<file path="config.mk">
export PLATFORM = sky130hd
export DESIGN_NAME = tt_pfd_tdc_flat
export DESIGN_NICKNAME = d
export VERILOG_FILES = /design/src/rtl/tt_pfd_tdc_if.sv /design/src/rtl/tt_pfd_tdc.sv /design/src/flat_wrapper.sv
export SDC_FILE = /design/constraint.sdc
export NUM_CORES = 1
export LEC_CHECK = 0
export CAP_MARGIN = 20
export CORE_MARGIN = 3
export CORE_UTILIZATION = 50
export CTS_CLUSTER_SIZE = 40
export DETAILED_ROUTE_END_ITERATION = 16
export GPL_ROUTABILITY_DRIVEN = 0
export PLACE_DENSITY = 0.74
export SETUP_SLACK_MARGIN = 0.1
export SLEW_MARGIN = 20
export SYNTH_ARGS = -nofsm -noshare
export SYNTH_HDL_FRONTEND = slang
export SYNTH_SLANG_ARGS = --single-unit
</file>
<file path="constraint.sdc">
create_clock -name i_clk_gen -period 3.05 [get_ports i_clk_gen]
set_input_delay 0.305 -clock i_clk_gen [delete_from_list [all_inputs] [get_ports i_clk_gen]]
set_output_delay 0.305 -clock i_clk_gen [all_outputs]
set_load 0.02 [all_outputs]
</file>
<file path="src/rtl/tt_pfd_tdc_if.sv">
// Bundle of the phase-detector clock inputs, detector outputs and scan pins.
// The master side drives the asynchronous clocks and scan inputs; the slave side is the detector.
interface tt_pfd_tdc_if #(
   parameter int ERR_W = 8
);
   logic             i_clk_ref;
   logic             i_clk_div;
   logic             o_up;
   logic             o_down;
   logic [ERR_W-1:0] o_err;
   logic             o_err_valid;
   logic             o_slip;
   logic             o_lock;
   logic             i_scan_en;
   logic             i_scan_in;
   logic             o_scan_out;

   modport master (
      output i_clk_ref, i_clk_div, i_scan_en, i_scan_in,
      input  o_up, o_down, o_err, o_err_valid, o_slip, o_lock, o_scan_out
   );

   modport slave (
      input  i_clk_ref, i_clk_div, i_scan_en, i_scan_in,
      output o_up, o_down, o_err, o_err_valid, o_slip, o_lock, o_scan_out
   );
endinterface

</file>
<file path="src/rtl/tt_pfd_tdc.sv">
// Digital PFD with saturating time-to-digital phase error, slip flag and scan chain.
// Optional lock detector enabled by defining TT_PFD_LOCK_DET_EN.
module tt_pfd_tdc #(
   parameter int SYNC_STAGES = 2,
   parameter int ERR_W       = 8,
   parameter int LOCK_TOL    = 1,
   parameter int LOCK_COUNT  = 16
) (
   input  logic        i_clk_gen,
   input  logic        i_rst_n,
   tt_pfd_tdc_if.slave pfd_if
);

   localparam int CH_W  = SYNC_STAGES + 1;
   localparam int CNT_W = ERR_W - 1;
   localparam logic [CNT_W-1:0] CNT_MAX = {CNT_W{1'b1}};
   localparam logic [CNT_W-1:0] CNT_ONE = CNT_W'(1);

   typedef enum logic [1:0] {
      ST_IDLE = 2'd0,
      ST_UP   = 2'd1,
      ST_DOWN = 2'd2
   } state_t;

   // Index 0 is the first synchroniser stage, CH_W-1 the history flop.
   logic [CH_W-1:0]  ref_ch_q, ref_ch_d;
   logic [CH_W-1:0]  div_ch_q, div_ch_d;
   state_t           state_q, state_d;
   logic [CNT_W-1:0] cnt_q, cnt_d;
   logic             up_q, up_d;
   logic             down_q, down_d;
   logic [ERR_W-1:0] err_q, err_d;
   logic             err_valid_q, err_valid_d;
   logic             slip_q, slip_d;

   logic             ref_edge_s, div_edge_s;
   logic [CNT_W-1:0] cnt_inc_s;
   logic [ERR_W-1:0] pos_err_s, neg_err_s;

   // Synchronisers double as the scan chain: ref chain feeds the div chain in scan mode.
   always_comb begin
      if (pfd_if.i_scan_en) begin
         ref_ch_d = {ref_ch_q[CH_W-2:0], pfd_if.i_scan_in};
         div_ch_d = {div_ch_q[CH_W-2:0], ref_ch_q[CH_W-1]};
      end else begin
         ref_ch_d = {ref_ch_q[CH_W-2:0], pfd_if.i_clk_ref};
         div_ch_d = {div_ch_q[CH_W-2:0], pfd_if.i_clk_div};
      end
   end

   assign ref_edge_s = ~pfd_if.i_scan_en & ref_ch_q[CH_W-2] & ~ref_ch_q[CH_W-1];
   assign div_edge_s = ~pfd_if.i_scan_en & div_ch_q[CH_W-2] & ~div_ch_q[CH_W-1];
   assign cnt_inc_s  = (cnt_q == CNT_MAX) ? cnt_q : cnt_q + CNT_ONE;
   assign pos_err_s  = {1'b0, cnt_q};
   assign neg_err_s  = {ERR_W{1'b0}} - pos_err_s;

   // Next-state and strobe logic of the UP/DOWN/IDLE machine.
   always_comb begin
      state_d     = state_q;
      cnt_d       = cnt_q;
      err_d       = err_q;
      err_valid_d = 1'b0;
      slip_d      = 1'b0;
      if (pfd_if.i_scan_en) begin
         state_d = state_q;
      end else begin
         case (state_q)
            ST_IDLE: begin
               if (ref_edge_s && div_edge_s) begin
                  err_valid_d = 1'b1;
                  err_d       = {ERR_W{1'b0}};
               end else if (ref_edge_s) begin
                  state_d = ST_UP;
                  cnt_d   = CNT_ONE;
               end else if (div_edge_s) begin
                  state_d = ST_DOWN;
                  cnt_d   = CNT_ONE;
               end else begin
                  state_d = ST_IDLE;
               end
            end
            ST_UP: begin
               if (ref_edge_s && div_edge_s) begin
                  err_valid_d = 1'b1;
                  err_d       = pos_err_s;
                  cnt_d       = CNT_ONE;
               end else if (div_edge_s) begin
                  state_d     = ST_IDLE;
                  err_valid_d = 1'b1;
                  err_d       = pos_err_s;
               end else if (ref_edge_s) begin
                  slip_d = 1'b1;
                  cnt_d  = cnt_inc_s;
               end else begin
                  cnt_d = cnt_inc_s;
               end
            end
            ST_DOWN: begin
               if (ref_edge_s && div_edge_s) begin
                  err_valid_d = 1'b1;
                  err_d       = neg_err_s;
                  cnt_d       = CNT_ONE;
               end else if (ref_edge_s) begin
                  state_d     = ST_IDLE;
                  err_valid_d = 1'b1;
                  err_d       = neg_err_s;
               end else if (div_edge_s) begin
                  slip_d = 1'b1;
                  cnt_d  = cnt_inc_s;
               end else begin
                  cnt_d = cnt_inc_s;
               end
            end
            default: begin
               state_d = ST_IDLE;
            end
         endcase
      end
      up_d   = (state_d == ST_UP);
      down_d = (state_d == ST_DOWN);
   end

   // State, counter, synchroniser and output registers.
   always_ff @(posedge i_clk_gen) begin
      if (!i_rst_n) begin
         ref_ch_q    <= {CH_W{1'b0}};
         div_ch_q    <= {CH_W{1'b0}};
         state_q     <= ST_IDLE;
         cnt_q       <= {CNT_W{1'b0}};
         up_q        <= 1'b0;
         down_q      <= 1'b0;
         err_q       <= {ERR_W{1'b0}};
         err_valid_q <= 1'b0;
         slip_q      <= 1'b0;
      end else begin
         ref_ch_q    <= ref_ch_d;
         div_ch_q    <= div_ch_d;
         state_q     <= state_d;
         cnt_q       <= cnt_d;
         up_q        <= up_d;
         down_q      <= down_d;
         err_q       <= err_d;
         err_valid_q <= err_valid_d;
         slip_q      <= slip_d;
      end
   end

`ifdef TT_PFD_LOCK_DET_EN
   localparam int LC_W = $clog2(LOCK_COUNT + 1);
   localparam logic [LC_W-1:0]         LC_MAX = LC_W'(LOCK_COUNT);
   localparam logic signed [ERR_W-1:0] TOL_P  = ERR_W'(LOCK_TOL);
   localparam logic signed [ERR_W-1:0] TOL_N  = -TOL_P;

   logic [LC_W-1:0] lcnt_q, lcnt_d;
   logic            lock_q, lock_d;
   logic            in_tol_s;

   assign in_tol_s = ($signed(err_q) <= TOL_P) && ($signed(err_q) >= TOL_N);

   // Lock qualification works on the registered strobes, so it reacts one cycle later.
   always_comb begin
      lcnt_d = lcnt_q;
      lock_d = lock_q;
      if (pfd_if.i_scan_en) begin
         lcnt_d = lcnt_q;
      end else if (slip_q || (err_valid_q && !in_tol_s)) begin
         lcnt_d = {LC_W{1'b0}};
         lock_d = 1'b0;
      end else if (err_valid_q) begin
         lcnt_d = (lcnt_q == LC_MAX) ? lcnt_q : lcnt_q + LC_W'(1);
         lock_d = (lcnt_d == LC_MAX);
      end else begin
         lcnt_d = lcnt_q;
      end
   end

   // Lock counter registers.
   always_ff @(posedge i_clk_gen) begin
      if (!i_rst_n) begin
         lcnt_q <= {LC_W{1'b0}};
         lock_q <= 1'b0;
      end else begin
         lcnt_q <= lcnt_d;
         lock_q <= lock_d;
      end
   end
`else
   logic lock_q;
   assign lock_q = 1'b0;
`endif

   assign pfd_if.o_up        = up_q;
   assign pfd_if.o_down      = down_q;
   assign pfd_if.o_err       = err_q;
   assign pfd_if.o_err_valid = err_valid_q;
   assign pfd_if.o_slip      = slip_q;
   assign pfd_if.o_lock      = lock_q;
   assign pfd_if.o_scan_out  = div_ch_q[CH_W-1];

endmodule

</file>
<file path="src/flat_wrapper.sv">
// flat-port wrapper written by rule: the top's interface ports become plain ports
module tt_pfd_tdc_flat 
#(
   parameter int SYNC_STAGES = 2,
   parameter int ERR_W       = 8,
   parameter int LOCK_TOL    = 1,
   parameter int LOCK_COUNT  = 16
)
  (i_clk_gen, i_rst_n, pfd_if_i_clk_ref, pfd_if_i_clk_div, pfd_if_i_scan_en, pfd_if_i_scan_in, pfd_if_o_up, pfd_if_o_down, pfd_if_o_err, pfd_if_o_err_valid, pfd_if_o_slip, pfd_if_o_lock, pfd_if_o_scan_out);
  tt_pfd_tdc_if #(.ERR_W(ERR_W)) pfd_if_i ();
  input  logic i_clk_gen;
  input  logic i_rst_n;
  input wire logic [$bits(pfd_if_i.i_clk_ref)-1:0] pfd_if_i_clk_ref;
  input wire logic [$bits(pfd_if_i.i_clk_div)-1:0] pfd_if_i_clk_div;
  input wire logic [$bits(pfd_if_i.i_scan_en)-1:0] pfd_if_i_scan_en;
  input wire logic [$bits(pfd_if_i.i_scan_in)-1:0] pfd_if_i_scan_in;
  output wire logic [$bits(pfd_if_i.o_up)-1:0] pfd_if_o_up;
  output wire logic [$bits(pfd_if_i.o_down)-1:0] pfd_if_o_down;
  output wire logic [$bits(pfd_if_i.o_err)-1:0] pfd_if_o_err;
  output wire logic [$bits(pfd_if_i.o_err_valid)-1:0] pfd_if_o_err_valid;
  output wire logic [$bits(pfd_if_i.o_slip)-1:0] pfd_if_o_slip;
  output wire logic [$bits(pfd_if_i.o_lock)-1:0] pfd_if_o_lock;
  output wire logic [$bits(pfd_if_i.o_scan_out)-1:0] pfd_if_o_scan_out;
  assign pfd_if_i.i_clk_ref = pfd_if_i_clk_ref;
  assign pfd_if_i.i_clk_div = pfd_if_i_clk_div;
  assign pfd_if_i.i_scan_en = pfd_if_i_scan_en;
  assign pfd_if_i.i_scan_in = pfd_if_i_scan_in;
  assign pfd_if_o_up = pfd_if_i.o_up;
  assign pfd_if_o_down = pfd_if_i.o_down;
  assign pfd_if_o_err = pfd_if_i.o_err;
  assign pfd_if_o_err_valid = pfd_if_i.o_err_valid;
  assign pfd_if_o_slip = pfd_if_i.o_slip;
  assign pfd_if_o_lock = pfd_if_i.o_lock;
  assign pfd_if_o_scan_out = pfd_if_i.o_scan_out;
  tt_pfd_tdc #(.SYNC_STAGES(SYNC_STAGES), .ERR_W(ERR_W), .LOCK_TOL(LOCK_TOL), .LOCK_COUNT(LOCK_COUNT)) u_core (.i_clk_gen(i_clk_gen), .i_rst_n(i_rst_n), .pfd_if(pfd_if_i));
endmodule
</file>
Word-level counts from Yosys, hierarchy flattened
Cells that the tools add are included.
{"block": "op_classes", "n_bitwise": 8, "reduce_logical": 6, "n_addsub": 2, "mux": 37, "n_eq_ne": 12}
{"op": "7-bit two-way mux", "n": 8}
{"op": "8-bit two-way mux", "n": 5}
{"op": "8-bit case mux with 3 select lines", "n": 1}
{"op": "7-bit case mux with 3 select lines", "n": 1}
{"op": "2-bit two-way mux", "n": 8}
{"op": "1-bit two-way mux", "n": 11}
{"op": "3-bit by 1-bit inequality test with 1-bit output (second input constant)", "n": 3}
{"op": "1-bit by 7-bit subtractor with 8-bit output (first input constant)", "n": 1}
{"op": "7-bit by 1-bit adder with 7-bit output (second input constant)", "n": 1}
{"op": "7-bit equality test (second input constant)", "n": 1}
{"op": "3-bit inequality test (second input constant)", "n": 2}
{"op": "2-bit case mux with 3 select lines", "n": 1}
{"op": "6-bit AND reduction", "n": 1}
{"op": "5-bit AND reduction", "n": 1}
{"op": "1-bit AND", "n": 4}
{"op": "2-bit by 1-bit equality test with 1-bit output (second input constant)", "n": 2}
{"op": "2-bit equality test (second input constant)", "n": 2}
{"op": "1-bit inverter", "n": 4}
{"op": "1-bit case mux with 3 select lines", "n": 1}
{"op": "3-bit nonzero test", "n": 1}
{"op": "2-bit logical NOT", "n": 1}
{"op": "2-bit by 1-bit inequality test with 1-bit output (second input constant)", "n": 1}
{"op": "2-bit inequality test (second input constant)", "n": 1}
{"op": "1-bit case mux with 2 select lines", "n": 1}
{"op": "2 further kinds", "n": 2}
{"block": "totals", "register_bits": 27, "input_bits": 6, "out_inout_bits": 14, "wordCells": 74}

Logic depth before layout (Yosys ltp)
Gate-level depths: netlist of run 1.
{"block": "depth", "word_depth": 9, "mapped_depth": 8}

Least setup slack after synthesis of run 1
Ideal clock, no wire load.
{"block": "synth_path", "kind": "register to register", "from": "reg u_core.div_ch_q[2]", "to": "reg u_core.err_q[5], in the netlist u_core.pfd_if.o_err[5]", "t_arrival_ns": 1.569, "n_path_buf": 0, "slack_ns": 1.363, "stages_incl_launch_ff": 5, "setup_ns": 0.117, "cell_sequence": "dfxtp_1 -> nand2b_1 -> or3_4 -> a221o_1 -> a32o_1"}
{"block": "synth_via", "elab_chain_cells": 5, "elab_cells_between_ends": 10}
{"element": "start: declaration", "line": "tt_pfd_tdc.sv:27", "text": "logic [CH_W-1:0] div_ch_q, div_ch_d;"}
{"element": "start signal: assignment", "line": "tt_pfd_tdc.sv:127", "text": "div_ch_q <= {CH_W{1'b0}};"}
{"element": "start signal: assignment", "line": "tt_pfd_tdc.sv:137", "text": "div_ch_q <= div_ch_d;"}
{"element": "1-bit inverter *", "line": "tt_pfd_tdc.sv:52", "text": "assign div_edge_s = ~pfd_if.i_scan_en & div_ch_q[CH_W-2] & ~div_ch_q[CH_W-1];"}
{"element": "1-bit AND *", "line": "tt_pfd_tdc.sv:52"}
{"element": "1-bit logical AND", "line": "tt_pfd_tdc.sv:69, tt_pfd_tdc.sv:83, tt_pfd_tdc.sv:99"}
{"element": "3-bit by 1-bit inequality test with 1-bit output (no source line), or another cell as far along"}
{"element": "5-bit AND reduction (no source line) / 8-bit case mux with 3 select lines (equally long branches)"}
{"element": "end signal: assignment", "line": "tt_pfd_tdc.sv:132", "text": "err_q <= {ERR_W{1'b0}};"}
{"element": "end signal: assignment", "line": "tt_pfd_tdc.sv:142", "text": "err_q <= err_d;"}
{"element": "end: declaration", "line": "tt_pfd_tdc.sv:32", "text": "logic [ERR_W-1:0] err_q, err_d;"}
Every way passes the cells marked *; elsewhere a longest branch is shown, timed or not.
A chain may end at the register's enable or synchronous reset.

Worst setup path in the final report of run 1
{"block": "layout_path", "from": "reg u_core.state_q[0]", "to": "reg u_core.err_q[6], in the netlist u_core.pfd_if.o_err[6]"}
{"block": "layout_via", "elab_chain_cells": 3, "elab_cells_between_ends": 9}
{"element": "start: declaration", "line": "tt_pfd_tdc.sv:28", "text": "state_t state_q, state_d;"}
{"element": "start signal: assignment", "line": "tt_pfd_tdc.sv:138", "text": "state_q <= state_d;"}
{"element": "2-bit equality test, or another cell as far along", "line": "tt_pfd_tdc.sv:67", "text": "case (state_q)"}
{"element": "3-bit by 1-bit inequality test with 1-bit output (no source line), or another cell as far along"}
{"element": "5-bit AND reduction (no source line)"}
Parallel ways exist; a longest one is shown, timed or not.

==> results.ini, run 1 <==
[yosys]
ys_ff_latch=27
async_flop_share_pct=0
synthFlopType=dfxtp_1
synth_area_leaders=dfxtp_1 36%, ha_1 5.1%, nand2_1 4.8%
synth_top_area_share_pct=36.4
yosysTopAreaCell=dfxtp_1
syn_avg_cell_area_um2=8.35
netlist_instances=178
synth.distinct_cells=49
synth-edff-count=0
synthesis.nets=190
seq_area_frac_synth_pct=36.4
syn_area_um2=1490
synth_warnings=0

[pwr]
power_leakage_nw=0.621
peakVddDrop_mv=0.159
sequentialPowerShare_pct=59.2
pwr-share-comb_pct=14.9
p_sw_share_pct=27.3
intPower_mw=0.447
p_per_area_nw_per_um2=367
clkPwrFrac_pct=25.8
power.switching_mw=0.168

[clocking]
cts_root_buf=clkbuf_4
postCtsSetupBuffers=0
cts_hold_buf=0
clockBufferDepth=2
cts_resized=0
path_clk_slew_ns=0.15
clock-sinks=27
cts_tree=done
htree_levels=1
numCtsBuffers=3
worstSkewPairLatency_ns=0.33

[sta]
skew_ns=0.00505
finalSetupViolCount=0
maxSlewHeadroom_pct=42.3
tns_ns=0
fmax_ghz=0.467
rsz0062_at_grt=no
finalWorstSetupSlack_ns=0.911
tightest_slew_ns=0.863
fin_crit_ns=2.14
drv_slew=0
hold_viol=0
min_period_over_period_pct=70.1

[finish]
fin_nets=202
layout_commonest_cell=dfxtp_1
mostFrequentLayoutCells=27 x dfxtp_1, 19 x nand2_1, 18 x clkdlybuf4s50_1
antennaDiodeCount=0
fillerInstances=259
drive_above_1_share_pct=5.82
area_delta_synth_final_pct=12.8

[grt]
first_global_vias=1149
antenna_found_initial=0
grt_pass1_wl_mm=5.16
grt_max_degree=31
grt_overflow_total=0
gr-usage-all-layers_pct=18.0

[die]
die_area_um2=3660
die_w_um=60.5
start_util_pct=53.0
fp.coreArea_um2=2810
rows=19
die-height_um=60.5
io_pins=20

[worst_setup_path]
crit_path_end_kind=flip-flop
cp_max_fo=16
worstSetupPathType=reg2reg
critPathRequiredTime_ns=3.30
critPathLaunchType=flip-flop
critPathArrivalTime_ns=2.39
reg2reg_slack_ns=0.91

[flow_run]
maxCapViolations=0

[detailed_routing]
wl_mm=3.04
wl_per_cell_um=13.8
dr.pass1.iters=5
ant_nets=0
drtIter0Drc=92
vias_per_cell=6.11
drc=0
num_vias=1345

[placed_design]
portBuffers=18
dp_hpwl_mm=2.16
place_ws_ns=0.797

[worst_hold_path]
min_path_type=reg2reg

[outcome]
status=finished, final reports clean

==> path summary, 6_finish.rpt <==
path	startpoint	cells after the start	end
worst max register to register	u_core.state_q[0]	7	u_core.pfd_if.o_err[6]
worst min register to register	u_core.ref_ch_q[0]	1	u_core.ref_ch_q[1]
worst min-delay path	u_core.ref_ch_q[0]	1	u_core.ref_ch_q[1]
worst max-delay path	u_core.state_q[0]	7	u_core.pfd_if.o_err[6]
==> power by group through the flow <==
stage | clock [mW] | sequential [mW] | combinational [mW]
floorplan | 0 | 0.373 | 0.0688
global placement | 0 | 0.372 | 0.0893
detailed placement | 0 | 0.372 | 0.0902
CTS | 0.160 | 0.365 | 0.0908
global route | 0.174 | 0.366 | 0.103
finish | 0.159 | 0.365 | 0.0918
==> through the flow <==
| stage | utilization [%] | std cells | hold WS (ns) | instance area [um^2] | total power, mW |
|---|---|---|---|---|---|
| 2_1_floorplan | - | 178 | 0.412 | 1490 | 0.442 |
| 3_3_place_gp | 58.8 | 216 | 0.414 | 1650 | 0.461 |
| 3_5_place_dp | 58.8 | 216 | 0.419 | 1650 | 0.463 |
| 4_1_cts | 59.8 | 220 | 0.453 | 1680 | 0.616 |
| 5_1_grt | 59.8 | 220 | 0.465 | 1680 | 0.643 |
| 6_report | 59.8 | 220 | 0.451 | 1680 | 0.615 |
==> per-layer routing <==
metal / share of wire, % / wire, um / global-route usage [%] / vias to the layer above
li1: - / - / - / 664
met1: 47 / 1440 / 25.5 / 608
met2: 44 / 1320 / 27.2 / 66
met3: 7.5 / 227 / 2.13 / 7
met4: 1.7 / 52 / 8.36 / 0
met5: 0 / 0 / 0 / -
==> area by class of cell <==
cell class | count | area (um^2) | area share (%)
inverter | 6 | 22.5 | 1.34
timing repair buffer | 18 | 180 | 10.7
multi-input combinational | 134 | 867 | 51.7
clock inverter | 1 | 5.00 | 0.299
clock buffer | 3 | 22.5 | 1.34
tap | 31 | 38.8 | 2.31
sequential | 27 | 541 | 32.2
==> kinds of logic after synthesis <==
logic type / after synthesis / synth area share [%]
simple gates: 73 / 26.8
compound gates: 52 / 24.9
flops: 27 / 36.4
buf+inv: 17 / 5.30
fa+ha+maj: 6 / 5.05
mux: 2 / 1.35
other cells: 1 / 0.252
==> registers in the layout, summed over array words and instances (netlist names) <==
signal,flops
u_core.pfd_if.o_err,8
u_core.cnt_q,7
u_core.div_ch_q,3
u_core.ref_ch_q,3
u_core.state_q,2
u_core.pfd_if.o_down,1
u_core.pfd_if.o_err_valid,1
u_core.pfd_if.o_slip,1
u_core.pfd_if.o_up,1
==> synth_stat cells (5+ instances only) <==
| library cell | n |
|---|---|
| nand3_1 | 6 |
| nand2_1 | 19 |
| a21boi_1 | 6 |
| inv_1 | 6 |
| a21oi_1 | 5 |
| o21ai_0 | 13 |
| dfxtp_1 | 27 |
| nor2_1 | 15 |
| ha_1 | 6 |
| clkbuf_1 | 8 |
| and2_1 | 6 |
==> worst max-delay path, stage by stage (launching register included) <==
cell	delay, ns
dfxtp_1	0.36
inv_1	0.10
ha_1	0.51
inv_1	0.24
o21ai_1	0.31
a221oi_4	0.09
and3_1	0.23
a32o_1	0.21
Power figures use the tool's default switching activity.
==> run 2, diff against run 1 <==
- clock period: 3.05 -> 2.1 ns (I/O delays scaled with it)
==> results.ini, run 2 (synthesis gave the netlist of run 1 again) <==
[clocking]
cts_tree=done
numCtsBuffers=3
worstSkewPairLatency_ns=0.33
cts_resized=0
cts_hold_buf=0
path_clk_slew_ns=0.14
clock-sinks=27
cts_root_buf=clkbuf_4
postCtsSetupBuffers=0
htree_levels=1
clockBufferDepth=2

[finish]
mostFrequentLayoutCells=27 x dfxtp_1, 19 x nand2_1, 18 x clkdlybuf4s50_1
fillerInstances=254
layout_commonest_cell=dfxtp_1
stdcell_area_um2=1730
antennaDiodeCount=0
fin_cells=226
area_delta_synth_final_pct=16.1
fin_nets=208
drive_above_1_share_pct=10.3
largest_reg_flops=8

[pwr]
intPower_mw=0.656
p_sw_share_pct=26.9
sequentialPowerShare_pct=59.1
clkPwrFrac_pct=25.1
peakVddDrop_mv=0.236
pwr-share-comb_pct=15.8
power_leakage_nw=0.650
power.switching_mw=0.241
p_per_area_nw_per_um2=520

[detailed_routing]
wl_per_cell_um=13.7
dr.pass1.iters=4
num_vias=1349
vias_per_cell=5.97
drc=0
ant_nets=0
drtIter0Drc=51
wl_mm=3.09

[placed_design]
placedInstanceArea_um2=1690
portBuffers=18
dp_hpwl_mm=2.25
dp.cells=222
place_ws_ns=0.136

[grt]
gr-usage-all-layers_pct=18.3
grt_max_degree=18
grt_pass1_wl_mm=5.20
grt_overflow_total=0
antenna_found_initial=0
first_global_vias=1119

[sta]
fmax_ghz=0.544
drv_slew=0
fin_crit_ns=1.84
min_period_over_period_pct=87.6
finalSetupViolCount=0
skew_ns=0.00369
rsz0062_at_grt=no
finalWorstSetupSlack_ns=0.261
tns_ns=0
hold_viol=0

[outcome]
status=finished, final reports clean

[worst_setup_path]
cp_max_fo=8
critPathArrivalTime_ns=2.08
crit_path_end_kind=flip-flop
worstSetupPathType=reg2reg
critPathRequiredTime_ns=2.34
critPathLaunchType=flip-flop

[die]
die_w_um=60.5
io_pins=20
die_area_um2=3660
start_util_pct=53.0
rows=19
fp.coreArea_um2=2810
die-height_um=60.5

[worst_hold_path]
min_path_type=reg2reg

[flow_run]
maxCapViolations=0

[run 2: changes by cell type in the layout (fill, tap and decap cells not counted)]
cell and delta:
buf_4 +6, inv_2 +1, ha_1 -1, inv_1 -1
a221o_2 +1, ha_2 +1, a221o_1 -1
[run 2: final timing paths]
check | from | end | slack [ns] | depth (start not counted)
max reg2reg | u_core.state_q[0] | u_core.pfd_if.o_err[5] | 0.26 | 6
max | u_core.state_q[0] | u_core.pfd_if.o_err[5] | 0.26 | 6
min | u_core.ref_ch_q[0] | u_core.ref_ch_q[1] | 0.45 | 1
min reg2reg | u_core.ref_ch_q[0] | u_core.ref_ch_q[1] | 0.45 | 1
[run 2: critical path: stages, from the launching register on]
cell	delay, ns
dfxtp_1	0.39
inv_1	0.09
ha_1	0.31
inv_2	0.15
o21ai_1	0.14
a221o_2	0.39
a32o_1	0.28
[run 2: layer usage]
metal / global-route usage [%] / part of all wire [%]
met1: 24.9 / 47
met5: 0 / 0
met4: 7.43 / 1.5
met2: 28.7 / 47
met3: 3.40 / 4.7
[run 2: layout make-up]
class | count | area (um^2) | area share, %
clock inverters | 1 | 5.00 | 0.290
well taps | 31 | 38.8 | 2.25
inverters | 6 | 22.5 | 1.31
repair buffers | 24 | 225 | 13.1
clock buffers | 3 | 22.5 | 1.31
flip-flops and latches | 27 | 541 | 31.3
multi-input cells | 134 | 871 | 50.5
[run 2: metrics by stage]
| stage | util [%] | hold slack (ns) | total power, mW |
|---|---|---|---|
| 3_5_place_dp | 60.4 | 0.423 | 0.680 |
| 2_1_floorplan | - | 0.376 | 0.642 |
| 6_report | 61.5 | 0.451 | 0.897 |
| 5_1_grt | 61.5 | 0.462 | 0.941 |
| 3_3_place_gp | 60.4 | 0.415 | 0.677 |
| 4_1_cts | 61.4 | 0.456 | 0.903 |
[run 2: power groups by stage]
| stage | Sequential [mW] | Clock (mW) | Combinational (mW) |
|---|---|---|---|
| after detailed placement | 0.541 | 0 | 0.138 |
| after global placement | 0.540 | 0 | 0.136 |
| after global routing | 0.532 | 0.252 | 0.158 |
| after CTS | 0.530 | 0.233 | 0.140 |
| final | 0.530 | 0.225 | 0.142 |
| after floorplan | 0.542 | 0 | 0.0999 |
==> run 3, diff against run 2 <==
- HOLD_SLACK_MARGIN: unset -> 0.02
==> results of run 3 <==
No change in the layout: final DEF, timing and power equal those of run 2.
